File: src/rtl/joypad_scanner_if.sv
// Signal bundle between joypad_scanner, the board pad pins and the NES core ports.
interface joypad_scanner_if #(
    parameter int NUM_PADS = 4,
    parameter int PAD_BITS = 8
);
    logic                  enable;
    logic                  fourscore_en;
    logic                  joy_strobe;
    logic                  joy_clock;
    logic [NUM_PADS-1:0]   joy_data;
    logic [4*PAD_BITS-1:0] pad_state;
    logic [3:0]            pad_present;
    logic                  scan_done;
    logic                  core_strobe;
    logic [1:0]            core_clock;
    logic [1:0]            core_data;

    modport master (
        output enable, fourscore_en, joy_data, core_strobe, core_clock,
        input  joy_strobe, joy_clock, pad_state, pad_present, scan_done, core_data
    );

    modport slave (
        input  enable, fourscore_en, joy_data, core_strobe, core_clock,
        output joy_strobe, joy_clock, pad_state, pad_present, scan_done, core_data
    );
endinterface

File: src/rtl/joypad_scanner.sv
// Scans up to four serial NES/SNES pads on shared strobe/clock lines and serves
// the NES core's two controller ports in plain or Four Score multiplexed form.
module joypad_scanner #(
    parameter int NUM_PADS     = 4,
    parameter int PAD_BITS     = 8,
    parameter int PHASE_CYCLES = 128
) (
    input  logic            clock,
    input  logic            reset_n,
    joypad_scanner_if.slave bus
);
    localparam int PH_LAST = 2 * PAD_BITS + 1;
    localparam int PH_W    = $clog2(PH_LAST + 1);
    localparam int CNT_W   = $clog2(PHASE_CYCLES);
    localparam int IDX_W   = $clog2(PAD_BITS);
    localparam logic [CNT_W-1:0] CNT_RELOAD = CNT_W'(PHASE_CYCLES - 1);
    localparam logic [PH_W-1:0]  PH_FINAL   = PH_W'(PH_LAST);

    typedef enum logic [1:0] {
        ST_IDLE  = 2'd0,
        ST_LATCH = 2'd1,
        ST_READ  = 2'd2,
        ST_CLOCK = 2'd3
    } state_t;

    state_t                   state_r, state_nxt_s;
    logic [PH_W-1:0]          ph_r, ph_nxt_s;
    logic [CNT_W-1:0]         cnt_r, cnt_nxt_s;
    logic                     sample_s, commit_s;
    logic [IDX_W-1:0]         bit_idx_s;
    logic                     strobe_r, clk_r, done_r;
    logic [3:0][PAD_BITS-1:0] pad_word_s;
    logic [3:0]               present_s;
    logic [23:0]              s0_r, s1_r, load0_s, load1_s;
    logic [1:0]               core_clk_prev_r, fall_s;

    // Read phases are the odd phases from 3 upward, one per shifted bit.
    assign bit_idx_s = IDX_W'((ph_r - PH_W'(3)) >> 1);

    // Phase sequencing: advance on counter expiry, hold idle until enabled
    always_comb begin
        state_nxt_s = state_r;
        ph_nxt_s    = ph_r;
        cnt_nxt_s   = cnt_r;
        sample_s    = 1'b0;
        commit_s    = 1'b0;
        if (cnt_r == {CNT_W{1'b0}}) begin
            cnt_nxt_s = CNT_RELOAD;
            case (state_r)
                ST_IDLE: begin
                    if (bus.enable) begin
                        ph_nxt_s    = PH_W'(1);
                        state_nxt_s = ST_LATCH;
                    end else begin
                        ph_nxt_s    = ph_r;
                        state_nxt_s = ST_IDLE;
                    end
                end
                ST_LATCH: begin
                    ph_nxt_s    = ph_r + PH_W'(1);
                    state_nxt_s = (ph_r == PH_W'(1)) ? ST_LATCH : ST_READ;
                end
                ST_READ: begin
                    sample_s = 1'b1;
                    if (ph_r == PH_FINAL) begin
                        commit_s    = 1'b1;
                        ph_nxt_s    = {PH_W{1'b0}};
                        state_nxt_s = ST_IDLE;
                    end else begin
                        ph_nxt_s    = ph_r + PH_W'(1);
                        state_nxt_s = ST_CLOCK;
                    end
                end
                ST_CLOCK: begin
                    ph_nxt_s    = ph_r + PH_W'(1);
                    state_nxt_s = ST_READ;
                end
                default: begin
                    ph_nxt_s    = {PH_W{1'b0}};
                    state_nxt_s = ST_IDLE;
                end
            endcase
        end else begin
            cnt_nxt_s = cnt_r - CNT_W'(1);
        end
    end

    // Sequencer state plus pin levels registered from the upcoming phase
    always_ff @(posedge clock or negedge reset_n) begin
        if (!reset_n) begin
            state_r  <= ST_IDLE;
            ph_r     <= {PH_W{1'b0}};
            cnt_r    <= CNT_RELOAD;
            strobe_r <= 1'b0;
            clk_r    <= 1'b0;
            done_r   <= 1'b0;
        end else begin
            state_r  <= state_nxt_s;
            ph_r     <= ph_nxt_s;
            cnt_r    <= cnt_nxt_s;
            strobe_r <= (state_nxt_s == ST_LATCH);
            clk_r    <= (state_nxt_s == ST_CLOCK);
            done_r   <= commit_s;
        end
    end

    for (genvar n = 0; n < 4; n++) begin : g_pad
        if (n < NUM_PADS) begin : g_live
            logic [PAD_BITS-1:0] cap_r, raw_s, word_r;
            logic                present_r;

            // The final bit is merged straight into the committed word.
            always_comb begin
                raw_s            = cap_r;
                raw_s[bit_idx_s] = bus.joy_data[n];
            end

            // Capture shifted bits and publish the word at scan end
            always_ff @(posedge clock or negedge reset_n) begin
                if (!reset_n) begin
                    cap_r     <= {PAD_BITS{1'b0}};
                    word_r    <= {PAD_BITS{1'b0}};
                    present_r <= 1'b0;
                end else begin
                    cap_r <= sample_s ? raw_s : cap_r;
                    if (commit_s) begin
                        present_r <= |raw_s;
                        word_r    <= (|raw_s) ? ~raw_s : {PAD_BITS{1'b0}};
                    end else begin
                        present_r <= present_r;
                        word_r    <= word_r;
                    end
                end
            end

            assign pad_word_s[n] = word_r;
            assign present_s[n]  = present_r;
        end else begin : g_absent
            assign pad_word_s[n] = {PAD_BITS{1'b0}};
            assign present_s[n]  = 1'b0;
        end
    end

    assign fall_s = core_clk_prev_r & ~bus.core_clock;

    // Four Score frames carry two pads followed by the port's signature byte
    always_comb begin
        if (bus.fourscore_en) begin
            load0_s = {8'h08, pad_word_s[2][7:0], pad_word_s[0][7:0]};
            load1_s = {8'h04, pad_word_s[3][7:0], pad_word_s[1][7:0]};
        end else begin
            load0_s = {16'hFFFF, pad_word_s[0][7:0]};
            load1_s = {16'hFFFF, pad_word_s[1][7:0]};
        end
    end

    // Core-side shift registers; a strobe reload beats a same-cycle shift
    always_ff @(posedge clock or negedge reset_n) begin
        if (!reset_n) begin
            s0_r            <= 24'h000000;
            s1_r            <= 24'h000000;
            core_clk_prev_r <= 2'b00;
        end else begin
            core_clk_prev_r <= bus.core_clock;
            if (bus.core_strobe) begin
                s0_r <= load0_s;
                s1_r <= load1_s;
            end else begin
                s0_r <= fall_s[0] ? {1'b1, s0_r[23:1]} : s0_r;
                s1_r <= fall_s[1] ? {1'b1, s1_r[23:1]} : s1_r;
            end
        end
    end

    assign bus.joy_strobe  = strobe_r;
    assign bus.joy_clock   = clk_r;
    assign bus.scan_done   = done_r;
    assign bus.pad_state   = pad_word_s;
    assign bus.pad_present = present_s;
    assign bus.core_data   = {s1_r[0], s0_r[0]};
endmodule

File: src/flat_wrapper.sv
// flat-port wrapper written by rule: the top's interface ports become plain ports
module joypad_scanner_flat 
#(
    parameter int NUM_PADS     = 4,
    parameter int PAD_BITS     = 8,
    parameter int PHASE_CYCLES = 128
)
  (clock, reset_n, bus_enable, bus_fourscore_en, bus_joy_data, bus_core_strobe, bus_core_clock, bus_joy_strobe, bus_joy_clock, bus_pad_state, bus_pad_present, bus_scan_done, bus_core_data);
  joypad_scanner_if #(.NUM_PADS(NUM_PADS), .PAD_BITS(PAD_BITS)) bus_i ();
  input  logic clock;
  input  logic reset_n;
  input wire logic [$bits(bus_i.enable)-1:0] bus_enable;
  input wire logic [$bits(bus_i.fourscore_en)-1:0] bus_fourscore_en;
  input wire logic [$bits(bus_i.joy_data)-1:0] bus_joy_data;
  input wire logic [$bits(bus_i.core_strobe)-1:0] bus_core_strobe;
  input wire logic [$bits(bus_i.core_clock)-1:0] bus_core_clock;
  output wire logic [$bits(bus_i.joy_strobe)-1:0] bus_joy_strobe;
  output wire logic [$bits(bus_i.joy_clock)-1:0] bus_joy_clock;
  output wire logic [$bits(bus_i.pad_state)-1:0] bus_pad_state;
  output wire logic [$bits(bus_i.pad_present)-1:0] bus_pad_present;
  output wire logic [$bits(bus_i.scan_done)-1:0] bus_scan_done;
  output wire logic [$bits(bus_i.core_data)-1:0] bus_core_data;
  assign bus_i.enable = bus_enable;
  assign bus_i.fourscore_en = bus_fourscore_en;
  assign bus_i.joy_data = bus_joy_data;
  assign bus_i.core_strobe = bus_core_strobe;
  assign bus_i.core_clock = bus_core_clock;
  assign bus_joy_strobe = bus_i.joy_strobe;
  assign bus_joy_clock = bus_i.joy_clock;
  assign bus_pad_state = bus_i.pad_state;
  assign bus_pad_present = bus_i.pad_present;
  assign bus_scan_done = bus_i.scan_done;
  assign bus_core_data = bus_i.core_data;
  joypad_scanner #(.NUM_PADS(NUM_PADS), .PAD_BITS(PAD_BITS), .PHASE_CYCLES(PHASE_CYCLES)) u_core (.clock(clock), .reset_n(reset_n), .bus(bus_i));
endmodule
File: config.mk
export PLATFORM = sky130hd
export DESIGN_NAME = joypad_scanner_flat
export DESIGN_NICKNAME = d
export VERILOG_FILES = /design/src/rtl/joypad_scanner_if.sv /design/src/rtl/joypad_scanner.sv /design/src/flat_wrapper.sv
export SDC_FILE = /design/constraint.sdc
export NUM_CORES = 1
export LEC_CHECK = 0
export BUFFER_PORTS_ARGS = -buffer_cell sky130_fd_sc_hd__buf_2
export CORE_ASPECT_RATIO = 1.5
export CORE_MARGIN = 5
export CORE_UTILIZATION = 55
export DETAILED_ROUTE_END_ITERATION = 8
export PLACE_DENSITY = 0.74
export SKIP_LAST_GASP = 1
export SLEW_MARGIN = 20
export SYNTH_ARGS = -nofsm -noshare
export SYNTH_HDL_FRONTEND = slang
export SYNTH_SLANG_ARGS = --single-unit
export TNS_END_PERCENT = 30
File: constraint.sdc
create_clock -name clock -period 3 [get_ports clock]
set_clock_uncertainty 0.2 [all_clocks]
set_input_delay 0 -clock clock [delete_from_list [all_inputs] [get_ports clock]]
set_output_delay 0 -clock clock [all_outputs]
set_load 0.03 [all_outputs]
## Word level (Yosys, flattened, before mapping)

Cells that the tools add are included.

| storage, ports and cells | value |
|---|---|
| word-level logic and storage cells | 81 |
| input bits | 11 |
| flip-flop bits (word level) | 135 |
| output and inout bits | 41 |

| cells by class | value |
|---|---|
| order comparisons | 2 |
| bitwise gates (word level) | 6 |
| mux-type cells | 30 |
| add/subtract/negate cells | 3 |
| eq/ne operators | 8 |
| reductions and logical operators | 11 |

Operators by type and width:

| kind | count |
|---|---|
| $mux W24 | 6 |
| $bwmux W8 | 4 |
| $mux W8 | 4 |
| $not A8 Y8 | 4 |
| $reduce_or A8 Y1 | 4 |
| $pmux W5 S3 | 1 |
| $mux W5 | 2 |
| $pmux W2 S4 | 1 |
| $logic_not A7 Y1 | 1 |
| $mux W1 | 7 |
| $mux W7 | 1 |
| $sub A7 B1 Y7 const B | 1 |
| $eq A2 B2 Y1 const B | 3 |
| $mux W2 | 3 |
| $add A5 B1 Y5 const B | 1 |
| $eq A5 B1 Y1 const B | 1 |
| $eq A5 B5 Y1 const B | 1 |
| $eq A2 B1 Y1 const B | 2 |
| $lt A3 B4 Y1 const B | 1 |
| $reduce_bool A2 Y1 | 2 |
| $sub A4 B2 Y4 const B | 1 |
| $demux W1 S3 | 1 |
| $ge A3 B1 Y1 const B | 1 |
| $and A2 B2 Y2 | 1 |
| other kinds (6) | 6 |

## Depth between registers and ports, before layout

Gate-level depths: netlist of run 1.

| logic depth | value |
|---|---|
| depth in word-level cells | 8 |
| depth in mapped cells | 10 |
| mapped depth without buffers | 7 |

## Worst setup path after synthesis of run 1

No wires, ideal clock.

| timing path | value |
|---|---|
| path kind | register -> register |
| from | register u_core.ph_r[1] |
| to | register u_core.g_pad[3].g_live.word_r[0] |
| path buffers | 3 |
| cell stages (with the launch flop) | 10 |
| data arrival time | 2156 ps |
| data required time | 2656 ps |
| path slack | 500 ps |
| setup time | 144 ps |
| clock period less this slack | 2500 ps |
| cells stage by stage | dfrtp_1 > buf_4 > inv_1 > ha_1 > clkbuf_1 > clkinv_1 > o31ai_1 > and4b_1 > clkbuf_1 > a22oi_1 |

| between the ends | value |
|---|---|
| word-level cells in the longest chain between the ends | 8 |
| elaborated cells between the ends (all ways) | 14 |
| those cells by class | add/sub (1); order compare (2); eq/ne (1); mux (7); bitwise (1); reduce/logical (2) |

RTL lines:

| item | RTL line | RTL |
|---|---|---|
| start: declaration | joypad_scanner.sv:27 | `logic [PH_W-1:0] ph_r, ph_nxt_s;` |
| start signal: assignment | joypad_scanner.sv:92 | `ph_r <= {PH_W{1'b0}};` |
| start signal: assignment | joypad_scanner.sv:99 | `ph_r <= ph_nxt_s;` |
| $sub A4 B2 Y4 | joypad_scanner.sv:38 | `assign bit_idx_s = IDX_W'((ph_r - PH_W'(3)) >> 1);` |
| $lt A3 B4 Y1 (implied by the code) or $ge A3 B1 Y1 (tied branches) | joypad_scanner.sv:115 | `raw_s[bit_idx_s] = bus.joy_data[n];` |
| $logic_and A1 B1 Y1 (implied by the code) | joypad_scanner.sv:115 |  |
| $mux W1 (implied by the code) | joypad_scanner.sv:115 |  |
| $demux W1 S3 | n/a |  |
| $bwmux W8 | joypad_scanner.sv:115 |  |
| $reduce_or A8 Y1 or $not A8 Y8 (tied branches) | joypad_scanner.sv:128 | `word_r <= (\|raw_s) ? ~raw_s : {PAD_BITS{1'b0}};` |
| $mux W8 | joypad_scanner.sv:128 |  |
| end signal: assignment | joypad_scanner.sv:122 | `word_r <= {PAD_BITS{1'b0}};` |
| end signal: assignment | joypad_scanner.sv:128 |  |
| end signal: assignment | joypad_scanner.sv:131 | `word_r <= word_r;` |
| end: declaration | joypad_scanner.sv:109 | `logic [PAD_BITS-1:0] cap_r, raw_s, word_r;` |

Several ways; a longest one is shown, not always the timed one.
A chain may end at the register's enable or synchronous reset.

## Final worst setup path of run 1

| timing path | value |
|---|---|
| from | register u_core.ph_r[0] |
| to | register u_core.g_pad[1].g_live.word_r[7] |

| between the ends | value |
|---|---|
| word-level cells in the longest chain between the ends | 8 |
| elaborated cells between the ends (all ways) | 14 |
| those cells by class | add/sub (1); order compare (2); eq/ne (1); mux (7); bitwise (1); reduce/logical (2) |

RTL lines:

| item | RTL line |
|---|---|
| $sub A4 B2 Y4 | joypad_scanner.sv:38 |
| $lt A3 B4 Y1 (implied by the code) or $ge A3 B1 Y1 (tied branches) | joypad_scanner.sv:115 |
| $logic_and A1 B1 Y1 (implied by the code) | joypad_scanner.sv:115 |
| $mux W1 (implied by the code) | joypad_scanner.sv:115 |
| $demux W1 S3 | n/a |
| $bwmux W8 | joypad_scanner.sv:115 |
| $reduce_or A8 Y1 or $not A8 Y8 (tied branches) | joypad_scanner.sv:128 |
| $mux W8 | joypad_scanner.sv:128 |
| end signal: assignment | joypad_scanner.sv:122 |
| end signal: assignment | joypad_scanner.sv:128 |
| end signal: assignment | joypad_scanner.sv:131 |
| end: declaration | joypad_scanner.sv:109 |

Several ways; a longest one is shown, not always the timed one.

==> results of run 1 <==
-- placed cells by master (no fill, tap or decap), types with 3 or more instances in the layout --
master and n:
and4b_1 3, o21ai_1 6, o31a_1 5, and3_1 4, inv_1 10, a21oi_1 37, o211ai_1 22, dfstp_2 7
dlygate4sd3_1 10, a22oi_1 15, nand3_1 8, ha_1 3, nor2b_1 6, clkinvlp_4 3, mux2i_1 31, clkbuf_16 17
and2_1 10, xnor2_1 3, a21o_1 4, nand2b_1 5, buf_4 27, dfrtp_1 128, nor3_1 3, nor2_1 30
mux2_2 27, o21ai_0 32, inv_6 8, nand2_1 107, a31oi_1 45, a222oi_1 3, buf_2 50, o31ai_1 11
buf_12 3
-- routing by layer --
metal / GRT usage, % / up-vias / share of wire, %
met5: 0 / - / 0
met4: 16.5 / 0 / 5.7
met3: 5.18 / 79 / 5.6
met2: 41.4 / 250 / 51
met1: 30.6 / 2826 / 38
li1: - / 2538 / -
-- state kept, by name, summed over array words and instances, names as in the netlist, 2 cells and up --
| register | flops |
|---|---|
| u_core.g_pad.g_live.word_r | 32 |
| u_core.cnt_r | 7 |
| u_core.s0_r | 24 |
| u_core.ph_r | 5 |
| u_core.state_r | 2 |
| u_core.core_clk_prev_r | 2 |
| u_core.g_pad.g_live.present_r | 4 |
| u_core.s1_r | 24 |
| u_core.g_pad.g_live.cap_r | 32 |
-- where the power goes --
part           internal, mW  switching (mW)  leakage, nW
clock network          1.09           0.871        0.267
logic                 0.129           0.240         1.66
registers              1.88          0.0420         1.61
total                  3.10            1.15         3.54
-- logic make-up after synthesis --
group | count (synthesis) | synth area share (%)
compound gates | 201 | 20.1
simple gates | 200 | 14.6
flops | 135 | 50.2
buf+inv | 69 | 4.84
mux | 58 | 9.11
xor+xnor | 5 | 0.649
fa+ha+maj | 3 | 0.557
-- final timing paths --
| path | to | slack (ps) | cells after the start |
|---|---|---|---|
| max | u_core.g_pad[1].g_live.word_r[7] | 160 | 6 |
| min | u_core.core_clk_prev_r[1] | 50 | 2 |
| max reg2reg | u_core.g_pad[1].g_live.word_r[7] | 160 | 6 |
| min reg2reg | u_core.cnt_r[0] | 250 | 1 |
| max in group asynchronous | u_core.g_pad[1].g_live.cap_r[4] | 1550 | 4 |
| min in group asynchronous | u_core.cnt_r[4] | 540 | 3 |
-- repair_timing --
item | 4_1_cts | 5_1_grt
hold buffers | 11 | 0
setup endpoints to repair | 0 | 18
gates resized for setup | 0 | 2
endpoints found under the hold margin | 237 | 0
setup buffers | 0 | 2
-- critical path, delay by kind of cell (launching register included) --
kind / cells / cell delay (ps)
fa+ha+maj: 1 / 550
flops: 1 / 440
simple gates: 1 / 470
buf+inv: 2 / 350
compound gates: 2 / 700
-- area by class of cell --
type	count	area, um^2
fillers	976	4180
inverters	13	48.8
repair buffers	90	613
flip-flops and latches	135	3390
clock buffers	17	425
well taps	153	191
clock inverters	15	134
multi-input cells	467	3040
==> metrics.md, run 1 <==
| Metric | Value |
|---|---|
| Run status | completed |
| Clk pin slew, worst setup/hold paths | 60 ps |
| PnR worst setup slack | 162 ps |
| Drc violations | 0 |
| EDFF count, synth | 0 |
| Crit-path slowest cell | o31ai_1 |
| # IOs | 52 |
| Crit. End Element | register |
| DRT antenna net count | 0 |
| Largest net degree at the start of global routing | 95 |
| CP startpoint | u_core.ph_r[0] |
| Dpl cell area | 7140 um^2 |
| Clock Sinks | 135 |
| DRT Wirelength | 18.2 mm |
| Inserted Clock Buffers | 17 |
| I/O Buffers | 51 |
| HP Start | bus_core_clock[1] |
| CTS Buffer Depth | 2 |
| Largest stage delay on the critical path | 560 ps |
| First-pass GRT wire length | 29.7 mm |
| Fmax | 352 MHz |
| Grt total ovfl | 0 |
| Routability cong. | 1.04 |
| Vias in the first global route | 5,695 |
| Most numerous cell in the Yosys netlist | dfrtp_1 |
| Syn Nets | 685 |
| Max-Cap Viols | 0 |
| Crit Path Category | register to register |
| Slew Viols, Final | 0 |
| Cell variety after synth | 68 |
| Tcrit/Tclk final | 94.6% |
| PD cells | 542 nW/um^2 |
| Root Driver | clkbuf_16 |
| Reg-to-Reg Start | u_core.ph_r[0] |
| WHS | 52.5 ps |
| Setup TNS | 0 ps |
| Area Growth Syn to Fin | 16.3% |
| Routed vias | 5,693 |
| Initial DRC Count | 644 |
| Post-DP HPWL | 12.8 mm |
| Cell Count, Final, Fillers Out | 890 |
| Post-synth ARST share | 100% |
| Final Total Pwr | 4.25 mW |
| Post-Syn Area | 6740 um^2 |
| Setup-failing EPs final | 0 |
| Top cells by count, synth | dfrtp_1, nand2_1, a31oi_1, a21oi_1, o21ai_0 |
| Register bit total from synthesis | 135 |
| Peak VDD IR | 0.387 mV |
| Row count | 49 |
| RSZ-0062 raised after global routing | false |
| Worst-path cell chain | ha_1, clkinv_1, buf_4, o31ai_1, and4_1, a21oi_1 |
| Layout cells sized above 1 | 22.7% |
| Pre-CTS setup slack | 122 ps |
| Static leakage power | 3.54 nW |
| Average wire per standard cell | 20.5 um |
| Clock latency on the worst-skew pair | 420 ps |
| Cell type with the largest total area after synthesis | dfrtp_1 |
| Htree depth | 4 |
| Max FO, Critical Path | 12 |
| CTS tree | built |
| Inst Count DP | 845 |
| Final Util | 65.3% |
| First-pass DRT Iterations | 6 |
| Post-synth top area share | 47.5% |
| Register area share after synthesis | 50.2% |
| CP startpoint kind | register |
| Net count, final | 738 |
| Die area | 14,600 um^2 |
| Die height | 146 um |
| Yosys warning count | 0 |
| Synthesized area per cell | 10.1 um^2 |
| Worst rel slew slack | 31.2% |
| WP data required | 3090 ps |
| Slew @ Worst Pin | 1030 ps |
| Final Hold Viols | 0 |
| Post-route minimum period | 2840 ps |
| HP Class | primary input to register |
| Synth Instances | 671 |
| Most used DFF post-synth | dfrtp_1 |
| Total track usage | 25.6% |
| Core Region | 12,000 um^2 |
| Largest cells by area after synthesis | dfrtp_1, nand2_1, mux2i_1 |
| Diode count | 0 |
| Die span in x | 100 um |
| Initial antenna violation count | 0 |
| Avg Vias per Cell | 6.40 |
| Crit path DAT | 2930 ps |
| Final Cell Area | 7840 um^2 |
| Initial Util | 56.1% |
No activity file was read; power rests on OpenSTA's default activity.
==> run 2: changes to the inputs <==
- CORE_MARGIN: 5 -> 10
- GPL_ROUTABILITY_DRIVEN: unset -> 0
==> metrics.md, run 2 (synthesis results as in run 1) <==
| Metric | Value |
|---|---|
| Run status | complete, but fails checks |
| Violations in the final reports | hold timing |
| CTS tree | built |
| Crit Path Category | register to register |
| Cells on worst reg2reg path | 6 |
| Tcrit/Tclk final | 95.0% |
| Initial Util | 56.1% |
| Initial DRC Count | 562 |
| Post-route minimum period | 2850 ps |
| Die height | 156 um |
| DRT Wirelength | 18.2 mm |
| Setup TNS | 0 ps |
| Htree depth | 4 |
| Clk pin slew, worst setup/hold paths | 60 ps |
| Drc violations | 0 |
| Reg-to-Reg Start | u_core.ph_r[0] |
| Pint | 3.66 mW |
| Fmax | 351 MHz |
| Vias in the first global route | 5,741 |
| Diode count | 0 |
| Row count | 49 |
| First-pass DRT Iterations | 7 |
| Post-DP HPWL | 12.8 mm |
| CTS Buffer Depth | 2 |
| Grt total ovfl | 0 |
| Pre-CTS setup slack | -78.6 ps |
| DR top layer | met4 |
| # IOs | 52 |
| Fillcell total | 944 |
| Clock power share | 51.8% |
| Slew @ Worst Pin | 1050 ps |
| WP data required | 3100 ps |
| First-pass GRT wire length | 30.0 mm |
| HP Class | primary input to async pin |
| Comb pwr share | 7.6% |
| Clock Sinks | 135 |
| Sequential power share | 40.6% |
| Final Hold Viols | 1 |
| Peak VDD IR | 0.358 mV |
| Max FO, Critical Path | 13 |
| DRT met1 WL | 6.94 mm |
| Crit. End Element | register |
| Die span in x | 110 um |
| Net count, final | 734 |
| Psw | 1.09 mW |
| Met3 WL post-DR | 1.15 mm |
| Slew Viols, Final | 0 |
| CP startpoint kind | register |
| Reg2Reg Capture Point | u_core.g_pad[3].g_live.cap_r[5] |
| Root Driver | clkbuf_16 |
| Die area | 17,200 um^2 |
| Area Growth Syn to Fin | 17.3% |
| Commonest non-fill, non-tap cells in the layout | dfrtp_1, nand2_1, buf_2 |
| Most common cell after layout, fill and taps aside | dfrtp_1 |
| Worst rel slew slack | 30.0% |
| RSZ-0062 raised after global routing | false |
| Total track usage | 21.2% |
| Final Util | 65.8% |
| Sw frac | 22.9% |
| Routed wl met2 | 9.36 mm |
| Static leakage power | 3.57 nW |
| Reg2Reg Setup Slack | 150 ps |
| Crit path DAT | 2950 ps |
| Largest regs | u_core.g_pad.g_live.cap_r (32), u_core.g_pad.g_live.word_r (32) |
| DRT antenna net count | 0 |
| Inserted Clock Buffers | 17 |
| Final Cell Area | 7910 um^2 |
| Layout cells sized above 1 | 22.4% |
| Average wire per standard cell | 20.6 um |
| PnR worst setup slack | 150 ps |
| Dpl cell area | 7100 um^2 |
| Avg Vias per Cell | 6.32 |
| Routed vias | 5,600 |
| Largest net degree at the start of global routing | 63 |
| Register Area | 3390 um^2 |
| Initial antenna violation count | 0 |
| Setup-failing EPs final | 0 |
| WHS | -5.82 ps |
| PD cells | 600 nW/um^2 |
| I/O Buffers | 51 |
| Clock latency on the worst-skew pair | 420 ps |
| Core Region | 12,000 um^2 |
| Multi-input logic area | 3040 um^2 |
| Max-Cap Viols | 0 |
| Final Total Pwr | 4.74 mW |
[run 2: per-layer routing]
metal | track usage, % | up-vias
li1 | - | 2525
met1 | 23.2 | 2726
met2 | 37.2 | 270
met3 | 5.47 | 79
met4 | 10.8 | 0
met5 | 0 | -
[run 2: worst max path at each step]
stage / from / end / cells after the start / slack (ps)
finish: u_core.ph_r[0] / u_core.g_pad[3].g_live.cap_r[5] / 6 / 150
global route: u_core.ph_r[0] / u_core.g_pad[1].g_live.cap_r[5] / 7 / 20
CTS: u_core.cnt_r[0] / u_core.g_pad[3].g_live.word_r[4] / 8 / 50
detailed placement: u_core.ph_r[0] / u_core.g_pad[3].g_live.word_r[4] / 6 / -80
global placement: u_core.ph_r[0] / u_core.g_pad[3].g_live.word_r[3] / 6 / 60
floorplan: u_core.ph_r[1] / u_core.g_pad[3].g_live.word_r[0] / 9 / 500
[run 2: power groups by stage]
stage | Clock, mW | Combinational (mW) | Sequential (mW)
after floorplan | 0 | 0.229 | 1.94
after global placement | 0 | 0.333 | 1.95
after detailed placement | 0 | 0.342 | 1.96
after CTS | 2.47 | 0.354 | 1.93
after global routing | 2.56 | 0.394 | 1.93
final | 2.46 | 0.360 | 1.93
[run 2: cell type report]
cell class / count / area share [%]
sequential: 135 / 42.8
multi-input combinational: 467 / 38.4
timing repair buffer: 86 / 6.86
clock buffer: 17 / 5.38
clock inverter: 15 / 3.46
tap: 153 / 2.42
inverter: 13 / 0.649
[run 2: worst max-delay path, stage by stage (launching register included)]
cell	delay [ps]
dfrtp_1	450
ha_2	400
nand2b_2	160
nor2_1	380
o21ai_1	290
nor2_1	450
mux2_2	390
[run 2: stage by stage]
step	hold slack, ps	cells
6_report	-5.82	886
5_1_grt	42.0	886
4_1_cts	20.9	885
3_5_place_dp	-86.9	844
3_3_place_gp	-99.9	844
2_1_floorplan	-496	671
[run 2: what timing repair did]
item	4_1_cts	5_1_grt
hold endpoints to repair	159	0
setup endpoints to repair	9	44
setup buffers	0	1
gates resized for setup	1	3
hold buffers	9	0
==> run 3: changes to the inputs <==
- CORE_UTILIZATION: 55 -> 50
- PLACE_DENSITY: 0.74 -> 0.68
==> metrics.md, run 3 (synthesis results as in run 1) <==
| Metric | Value |
|---|---|
| CP startpoint | u_core.cnt_r[0] |
| First-pass GRT wire length | 29.5 mm |
| HP Start | bus_core_clock[0] |
| Layout cells sized above 1 | 22.1% |
| Die span in x | 115 um |
| Max FO, Critical Path | 15 |
| Area Growth Syn to Fin | 17.0% |
| Max-Cap Viols | 0 |
| Average wire per standard cell | 20.7 um |
| HP Class | primary input to register |
| Tcrit/Tclk final | 93.8% |
| Die area | 18,600 um^2 |
| First-pass DRT Iterations | 9 |
| Htree depth | 4 |
| Crit Path Category | register to register |
| Grt total ovfl | 0 |
| Slew Viols, Final | 0 |
| Initial antenna violation count | 0 |
| Fillcell total | 1,109 |
| RSZ-0062 raised after global routing | false |
| Core Region | 13,100 um^2 |
| Crit path DAT | 2890 ps |
| Crit. End Element | register |
| Net count, final | 733 |
| Reg2Reg Capture Point | u_core.g_pad[3].g_live.word_r[4] |
| Die height | 162 um |
| Initial Util | 51.6% |
| Peak VDD IR | 0.321 mV |
| Final Total Pwr | 4.53 mW |
| Run status | completed |
| Clock latency on the worst-skew pair | 420 ps |
| Routed vias | 5,589 |
| Setup bufs post-CTS | 0 |
| Initial DRC Count | 608 |
| Crit-path slowest cell | and4b_1 |
| CTS tree | built |
| Final Hold Viols | 0 |
| Reg2Reg Setup Slack | 190 ps |
| Static leakage power | 3.54 nW |
| Clock Sinks | 135 |
| CTS Buffer Depth | 2 |
| Setup-failing EPs final | 0 |
| Root Driver | clkbuf_16 |
| DRT Wirelength | 18.4 mm |
| Diode count | 0 |
| I/O Buffers | 51 |
| DRT antenna net count | 0 |
| Worst rel slew slack | 30.2% |
| Setup TNS | 0 ps |
| Largest stage delay on the critical path | 440 ps |
| Commonest non-fill, non-tap cells in the layout | dfrtp_1, nand2_1, buf_2 |
| Largest regs | u_core.g_pad.g_live.cap_r (32), u_core.g_pad.g_live.word_r (32) |
| PD cells | 575 nW/um^2 |
| Fmax | 355 MHz |
| Total track usage | 19.9% |
| Post-DP HPWL | 13.1 mm |
| Worst-path cell chain | inv_1, ha_1, nor4b_2, nand3_1, buf_4, a211oi_1, and4b_1, a22oi_1 |
| Cells on worst reg2reg path | 8 |
| Row count | 51 |
| Avg Vias per Cell | 6.27 |
| Clk pin slew, worst setup/hold paths | 60 ps |
| Post-route minimum period | 2810 ps |
| Largest net degree at the start of global routing | 73 |
| # IOs | 52 |
| Critical Path Sink | u_core.g_pad[3].g_live.word_r[4] |
| Slew @ Worst Pin | 1050 ps |
| Reg-to-Reg Start | u_core.cnt_r[0] |
| WP data required | 3080 ps |
| Vias in the first global route | 5,554 |
| Hold Path Depth | 2 |
| Inserted Clock Buffers | 17 |
| Most common cell after layout, fill and taps aside | dfrtp_1 |
| CP startpoint kind | register |
| Drc violations | 0 |
[run 3: worst min path at each step]
stage / slack [ps] / to
final: 40 / u_core.core_clk_prev_r[0]
after global routing: 60 / u_core.core_clk_prev_r[1]
after CTS: 30 / u_core.core_clk_prev_r[0]
after detailed placement: -180 / u_core.s1_r[20]
after global placement: -190 / u_core.s1_r[18]
after floorplan: -500 / u_core.bus.joy_clock
[run 3: critical path: cells and delay by family (launching register included)]
kind,cells,cell delay [ps]
buffers and inverters,2,350
adders and majority gates,1,180
AOI/OAI and AO/OA,2,400
DFF,1,370
and+or+nand+nor,3,1170
[run 3: power breakdown]
group / switching, mW / total, mW / internal (mW)
Sequential: 0.0434 / 1.93 / 1.88
Combinational: 0.238 / 0.367 / 0.129
Clock: 0.817 / 2.24 / 1.42
Total: 1.10 / 4.53 / 3.44
[run 3: repair_timing]
item	4_1_cts	5_1_grt
hold endpoints to repair	239	0
hold buffers	11	0
gates resized for setup	0	5
endpoints found under the setup margin	0	34
[run 3: final cells by class]
class | instances | area [um^2] | area share (%)
clock buffers | 19 | 443 | 5.61
clock inverters | 13 | 194 | 2.46
inverters | 13 | 50.0 | 0.634
multi-input cells | 467 | 3040 | 38.5
flip-flops and latches | 135 | 3390 | 43.0
well taps | 159 | 199 | 2.52
repair buffers | 85 | 574 | 7.28
[run 3: layer usage]
| layer | GRT usage, % | share of wire, % |
|---|---|---|
| met1 | 22.3 | 37 |
| met2 | 33.6 | 52 |
| met3 | 4.42 | 5.8 |
| met4 | 11.8 | 5.4 |
| met5 | 0 | 0 |
[run 3: metrics by stage]
stage / instance area, um^2 / hold WS, ps / std cells / utilization (%) / worst slack, ps
CTS: 7880 / 26.1 / 891 / 60.2 / 111
detailed placement: 7110 / -176 / 848 / 54.4 / 134
finish: 7890 / 40.6 / 891 / 60.3 / 185
global placement: 7110 / -189 / 848 / 54.4 / 179
global route: 7890 / 63.0 / 891 / 60.3 / 35.2
floorplan: 6740 / -496 / 671 / - / 500
